$ cat config.mk
export PLATFORM = sky130hd
export DESIGN_NAME = mem_stage
export DESIGN_NICKNAME = d
export VERILOG_FILES = /design/src/rtl/mem_stage_pkg.sv /design/src/rtl/mem_stage_memwb_reg.sv /design/src/rtl/mem_stage.sv
export SDC_FILE = /design/constraint.sdc
export NUM_CORES = 1
export LEC_CHECK = 0
export ABC_AREA = 0
export CAP_MARGIN = 20
export CORE_AREA = 8 8 188 190
export DETAILED_ROUTE_END_ITERATION = 12
export DIE_AREA = 0 0 196 198
export PLACE_DENSITY_LB_ADDON = 0.05
export SLEW_MARGIN = 20
export SYNTH_ARGS = -nofsm -noshare
export SYNTH_HDL_FRONTEND = slang
export SYNTH_HIERARCHICAL = 1
export SYNTH_SLANG_ARGS = --single-unit
$ cat constraint.sdc
create_clock -name clk -period 2.05 [get_ports clk]
set_input_delay 0.41 -clock clk [delete_from_list [all_inputs] [get_ports clk]]
set_output_delay 0.41 -clock clk [all_outputs]
set_load 0.005 [all_outputs]
$ cat src/rtl/mem_stage_pkg.sv
// Shared definitions for the MEM pipeline stage: FSM encoding, byte-enable and error constants.
package mem_stage_pkg;

    localparam logic [1:0] ST_IDLE = 2'd0;
    localparam logic [1:0] ST_WAIT = 2'd1;
    localparam logic [1:0] ST_DONE = 2'd2;

    localparam logic [3:0]  BE_WORD  = 4'hF;
    localparam logic [31:0] ERR_DATA = 32'hDEAD_BEEF;

    // Single-lane enable for a byte store at the given word offset.
    function automatic logic [3:0] byte_be(input logic [1:0] off);
        return 4'b0001 << off;
    endfunction

endpackage

$ cat src/rtl/mem_stage_memwb_reg.sv
// MEM/WB pipeline register: loads on 'load', clears asynchronously on rst low.
module mem_stage_memwb_reg #(
    parameter int unsigned W = 1
) (
    input  logic         clk,
    input  logic         rst,
    input  logic         load,
    input  logic [W-1:0] d,
    output logic [W-1:0] q
);

    always_ff @(posedge clk or negedge rst) begin
        if (!rst) begin
            q <= '0;
        end else if (load) begin
            q <= d;
        end
    end

endmodule

$ cat src/rtl/mem_stage.sv
// MEM stage: data-memory access over req/ack with sb merge, stall control, MEM/WB register.
// Optional access timeout with sticky mem_err is enabled by defining DMEM_TIMEOUT_EN.
module mem_stage
    import mem_stage_pkg::*;
#(
    parameter int unsigned AW      = 32,
    parameter int unsigned TIMEOUT = 255
) (
    input  logic          clk,
    input  logic          rst,
    input  logic          en,
    input  logic [31:0]   IRin,
    input  logic [31:0]   PCin,
    input  logic          mtrin,
    input  logic          rdin,
    input  logic          jalin,
    input  logic          sravin,
    input  logic          sbin,
    input  logic          rwin,
    input  logic          mwin,
    input  logic [31:0]   r1in,
    input  logic [31:0]   r2in,
    output logic          dmem_req,
    output logic          dmem_we,
    output logic [AW-1:0] dmem_addr,
    output logic [3:0]    dmem_be,
    output logic [31:0]   dmem_wdata,
    input  logic [31:0]   dmem_rdata,
    input  logic          dmem_ack,
    output logic          mem_stall,
    output logic [31:0]   IRout,
    output logic [31:0]   PCout,
    output logic          mtrout,
    output logic          rdout,
    output logic          jalout,
    output logic          sravout,
    output logic          rwout,
    output logic [31:0]   aluout,
    output logic [31:0]   memout,
    output logic          mem_err
);

    localparam int unsigned WB_W = 32 + 32 + 5 + 32 + 32;

    logic [1:0]    state_q, state_d;
    logic [AW-1:0] addr_q, addr_d;
    logic          we_q, we_d;
    logic [3:0]    be_q, be_d;
    logic [31:0]   wdata_q, wdata_d;
    logic [31:0]   rdata_q, rdata_d;
    logic          mem_op, is_load, is_sb, timeout;

    assign mem_op  = mtrin | mwin;
    // A combined load/store request is treated as a store, so it never returns data.
    assign is_load = mtrin & ~mwin;
    assign is_sb   = mwin & sbin;

`ifdef DMEM_TIMEOUT_EN
    localparam int unsigned CW = ($clog2(TIMEOUT + 1) > 8) ? $clog2(TIMEOUT + 1) : 8;

    logic [CW-1:0] cnt_q, cnt_d;
    logic          err_q, err_d;

    assign cnt_d   = (state_q == ST_WAIT) ? cnt_q + CW'(1) : '0;
    assign timeout = (state_q == ST_WAIT) && !dmem_ack && (cnt_q == CW'(TIMEOUT - 1));
    assign err_d   = err_q | timeout;
    assign mem_err = err_q;

    always_ff @(posedge clk or negedge rst) begin
        if (!rst) begin
            cnt_q <= '0;
            err_q <= 1'b0;
        end else begin
            cnt_q <= cnt_d;
            err_q <= err_d;
        end
    end
`else
    logic unused_timeout;

    assign unused_timeout = ^TIMEOUT;
    assign timeout        = 1'b0;
    assign mem_err        = 1'b0;
`endif

    always_comb begin
        state_d = state_q;
        addr_d  = addr_q;
        we_d    = we_q;
        be_d    = be_q;
        wdata_d = wdata_q;
        rdata_d = rdata_q;
        case (state_q)
            ST_IDLE: begin
                if (mem_op) begin
                    state_d = ST_WAIT;
                    addr_d  = {r1in[AW-1:2], 2'b00};
                    we_d    = mwin;
                    be_d    = is_sb ? byte_be(r1in[1:0]) : BE_WORD;
                    wdata_d = !mwin ? 32'h0 : (is_sb ? {4{r2in[7:0]}} : r2in);
                end
            end
            ST_WAIT: begin
                if (dmem_ack) begin
                    state_d = ST_DONE;
                    rdata_d = is_load ? dmem_rdata : 32'h0;
                end else if (timeout) begin
                    state_d = ST_DONE;
                    rdata_d = ERR_DATA;
                end
            end
            ST_DONE: begin
                if (en) begin
                    state_d = ST_IDLE;
                end
            end
            default: state_d = ST_IDLE;
        endcase
    end

    always_ff @(posedge clk or negedge rst) begin
        if (!rst) begin
            state_q <= ST_IDLE;
            addr_q  <= '0;
            we_q    <= 1'b0;
            be_q    <= 4'h0;
            wdata_q <= 32'h0;
            rdata_q <= 32'h0;
        end else begin
            state_q <= state_d;
            addr_q  <= addr_d;
            we_q    <= we_d;
            be_q    <= be_d;
            wdata_q <= wdata_d;
            rdata_q <= rdata_d;
        end
    end

    assign dmem_req   = (state_q == ST_WAIT);
    assign dmem_we    = dmem_req & we_q;
    assign dmem_addr  = addr_q;
    assign dmem_be    = be_q;
    assign dmem_wdata = wdata_q;
    assign mem_stall  = mem_op & (state_q != ST_DONE);

    logic [WB_W-1:0] wb_d, wb_q;
    logic [31:0]     mem_data;

    // MEM/WB only loads in DONE for memory ops, so rdata_q is the latched result there.
    assign mem_data = mem_op ? rdata_q : 32'h0;
    assign wb_d     = {IRin, PCin, mtrin, rdin, jalin, sravin, rwin, r1in, mem_data};

    mem_stage_memwb_reg #(
        .W(WB_W)
    ) u_memwb_reg (
        .clk (clk),
        .rst (rst),
        .load(en & ~mem_stall),
        .d   (wb_d),
        .q   (wb_q)
    );

    assign {IRout, PCout, mtrout, rdout, jalout, sravout, rwout, aluout, memout} = wb_q;

endmodule

**Word-level counts from Yosys, hierarchy flattened**

Cells that the tools add are included.
W data, S select, Z words.

- Output and inout bits: 205
- Bits of input ports: 171
- Word-level logic and storage cells: 35
- Bits in registers: 234

- Shifts and indexed selects: 1
- Reduce and logical (&&, ||, !) cells: 4
- Bitwise operators: 8
- Mux-type cells: 9
- Equality and inequality tests: 6

Operators with widths:

| cell | number |
|---|---|
| $mux W32 | 4 |
| $mux W2 | 3 |
| $ne A2 B2 Y1 const B | 3 |
| $pmux W2 S3 | 1 |
| $and A1 B1 Y1 | 5 |
| $mux W4 | 1 |
| $reduce_and A2 Y1 | 2 |
| $shl A1 B2 Y4 const A | 1 |
| $reduce_and A3 Y1 | 1 |
| $eq A2 B1 Y1 const B | 1 |
| $eq A2 B2 Y1 const B | 1 |
| $logic_not A2 Y1 | 1 |
| $ne A2 B1 Y1 const B | 1 |
| $not A1 Y1 | 2 |
| $or A1 B1 Y1 | 1 |

**Longest topological paths before layout**

- Depth in word-level cells: 4
- Gate-level depth with buffers: 7
- Depth with buffers taken out: 4

**By module**

The synthesis kept the hierarchy.

Modules (own cells, without submodules):

| module | times used | cells each | seq. area each (µm²) | area an instance (µm²) |
|---|---|---|---|---|
| mem_stage_memwb_reg | 1 | 281 | 3,328.2 | 5,220.0 |
| mem_stage | 1 | 373 | 2,527.4 | 4,362.9 |

**Worst setup path after synthesis**

OpenSTA, ideal clock, no wires.

- Kind: input port to flip-flop
- Start: input mwin
- End: register u_memwb_reg.q[100]
- Data arrival time: 1.599 ns
- Path buffers: 3
- Slack: 0.326 ns
- Required time: 1.925 ns
- Setup time: 0.125 ns
- Stages: 7
- Cell sequence: nor2_1 -> nor2b_1 -> nor2b_1 -> buf_6 -> buf_6 -> buf_6 -> mux2_4

- Longest elaborated chain between the ends: 4

RTL lines:

| what | line | source |
|---|---|---|
| from (decl) | mem_stage.sv:20 | `input logic mwin,` |
| $or A1 B1 Y1 | mem_stage.sv:53 | `assign mem_op = mtrin \| mwin;` |
| $and A1 B1 Y1 | mem_stage.sv:144 | `assign mem_stall = mem_op & (state_q != ST_DONE);` |
| named net mem_stall | mem_stage.sv:30 | `output logic mem_stall,` |
| $not A1 Y1 | mem_stage.sv:158 | `.load(en & ~mem_stall),` |
| $and A1 B1 Y1 | mem_stage.sv:158 |  |
| to (signal assigned) | mem_stage_memwb_reg.sv:14 | `q <= '0;` |
| to (signal assigned) | mem_stage_memwb_reg.sv:16 | `q <= d;` |
| to (decl) | mem_stage_memwb_reg.sv:9 | `output logic [W-1:0] q` |

The timed path passes the listed nets, and every way through them passes these cells.
A chain may end at the register's enable or synchronous reset.

**Worst setup path in the final report**

- Start: register state_q[0]
- End: output dmem_we

- Longest elaborated chain between the ends: 2

RTL lines:

| what | line | source |
|---|---|---|
| from (decl) | mem_stage.sv:45 | `logic [1:0] state_q, state_d;` |
| from (signal assigned) | mem_stage.sv:130 | `state_q <= state_d;` |
| $eq A2 B1 Y1 | mem_stage.sv:139 | `assign dmem_req = (state_q == ST_WAIT);` |
| $and A1 B1 Y1 | mem_stage.sv:140 | `assign dmem_we = dmem_req & we_q;` |
| to (decl) | mem_stage.sv:24 | `output logic dmem_we,` |

No other way between the ends.

==> flow_summary.yaml <==
run_status:
  status: "finished, final reports clean"
die:
  dieArea_um2: 38800
  placementRows: 66
  die_y_um: 198
  die_x_um: 196
  floorplan.initialDensity_pct: 29.8
  coreArea_um2: 32200
  io_pins: 376
synth:
  synth_top_cell_by_area: "dfrtp_1"
  yosys-top-cells-area: "dfrtp_1, mux2_2, mux2_4"
  syn_inst: 654
  synth_edf_count: 0
  yosys.area.top_type_share_pct: 61.1
  synth_area_um2: 9580
  synth_cell_types: 25
  synth-async-reset-ratio_pct: 100
  ys_ff_latch: 234
  yosys_warnings: 6
  yosysSeqAreaShare_pct: 61.1
  avgSynthCellArea_um2: 14.7
  ys.flop_type: "dfrtp_1"
cells_and_area:
  layout_commonest_cell: "clkdlybuf4s50_1"
  fin_nets: 1219
  utilization_pct: 46.4
  fin_area_um2: 15000
  n_fill_cell: 2951
  syn2layout_area_growth_pct: 56.0
  final_cells: 1478
  final_cell_mix: "clkdlybuf4s50_1, dfrtp_1, mux2_2, mux2_4, nand2_1"
  multi_input_area_um2: 3440
  antennaDiodeCount: 0
  regArea_um2: 5860
  drive_gt1_share_pct: 23.7
place:
  place_area_um2: 14000
  dp_slack_ns: -0.105
  io_buffers: 372
  place.gp.congestion: 0.736
  placed_cells: 1422
  dp.final_hpwl_um: 22000
timing:
  clock_skew_ns: 0.0133
  setup_ws_ns: 0.147
  drv_slew: 0
  max_freq_mhz: 525
  setup-tns-final_ns: 0
  finalHoldViolCount: 0
  setup_viol: 0
  rsz0062_at_grt: "no"
  holdWs_ns: 0.393
  final.min_clock_period_ns: 1.90
  min_period_over_period_pct: 92.8
critical_path:
  rrSetupSlack_ns: 0.19
  crit_type: "flip-flop to primary output"
  cp_cell_sequence: "nor2b_2, and2_1, dlygate4sd2_1"
  path_delay_family: "flip-flops"
  crit_path_end_kind: "primary output"
  cp_slowest_cell: "dfrtp_1"
  start_kind: "flip-flop"
  slowest_delay_ns: 0.39
  r2r_cells: 7
  cp_max_fo: 2
  crit_cells: 3
  cp.buffers_inverters: 1
  cp.arrival_ns: 1.49
  crit_required_ns: 1.64
drt:
  drc: 0
  antenna_left: 0
  vias: 6591
  dr.pass1.iters: 4
  wl_per_cell_um: 20.6
  initialDrtViolationCount: 209
  vias_per_cell: 4.46
  wl_um: 30400
global_routing:
  gr-total-overflow: 0
  grt_first_pass_wirelength_um: 45900
  first_global_vias: 7085
  grt_max_degree: 66
  track_usage_pct: 15.1
  antenna_found_initial: 2
power_and_ir_drop:
  ir_worst_vdd_uv: 685
  p_per_area_nw_per_um2: 1460
  leakagePower_nw: 6.46
  total_power_mw: 21.8
min_path:
  hold_class: "input pin to async pin"
clocking:
  cts-root-buf: "clkbuf_16"
  clk_pin_slew_ns: 0.06
  cts_tree: "yes"
  cts_num_sinks: 234
  cts_buffer_depth: 3
  cts_buffers: 28
  clk_latency_ns: 0.53
  htree_levels: 1
job:
  maxCapViolCount: 0
[cells in the mapped netlist, drive strengths merged (2+ instances only)]
cell type	number
clkbuf	3
nand2	65
o2bb2ai	24
o21ai	38
a22o	8
and2	3
nor2b	36
buf	42
mux2	167
nor2	2
dfrtp	234
mux2i	24
inv	2
[cell families after synthesis]
| family | after synthesis | synth area share (%) |
|---|---|---|
| flops | 234 | 61.1 |
| mux | 191 | 24.9 |
| simple gates | 109 | 5.44 |
| compound gates | 72 | 5.11 |
| buf+inv | 47 | 3.43 |
| other cells | 1 | 0.0391 |
[repair_timing]
item	CTS	global route
buffers inserted	3	0
hold buffers	1	0
hold endpoints to repair	39	0
gates resized for setup	7	2
endpoints found under the setup margin	3	2
[path summary, 6_finish.rpt]
check | to | start
worst max-delay path | dmem_we | state_q[0]
worst min-delay path | dmem_wdata[24] | rst
worst max register to register | u_memwb_reg/q[100] | state_q[0]
worst min register to register | rdata_q[15] | rdata_q[15]
max in group asynchronous | state_q[1] | rst
min in group clk | rdata_q[15] | dmem_rdata[15]
[power breakdown]
group          total, mW  internal, mW  switching (mW)
registers           7.86          6.77            1.09
clock network       4.93          3.02            1.92
logic               9.00          5.97            3.03
[layer usage]
metal | GRT usage, % | up-vias | wire (um)
met5 | 0 | - | 24
met2 | 24.9 | 234 | 14200
met4 | 3.48 | 4 | 643
li1 | - | 3062 | -
met3 | 6.25 | 37 | 2870
met1 | 18.3 | 3254 | 12600
[sequential cells by signal, summed over array words and instances (netlist names)]
| signal | cells |
|---|---|
| rdata_q | 32 |
| dmem_wdata | 32 |
| we_q | 1 |
| dmem_be | 4 |
| state_q | 2 |
| dmem_addr | 30 |
| u_memwb_reg/q | 133 |
[final cells by class]
type	instances	share of cell area, %
inverters	2	0.0502
repair buffers	407	28.1
clock buffers	50	6.18
well taps	408	3.41
clock inverters	2	0.0837
multi-input cells	375	23.0
flip-flops and latches	234	39.2
[worst reg2reg max path, delay by kind of cell (launching register included)]
family                 cells  cell delay (ns)
and+or+nand+nor            3             0.42
buffers and inverters      3             0.59
DFF                        1             0.39
muxes                      1             0.33
No activity file was read; power rests on OpenSTA's default activity.
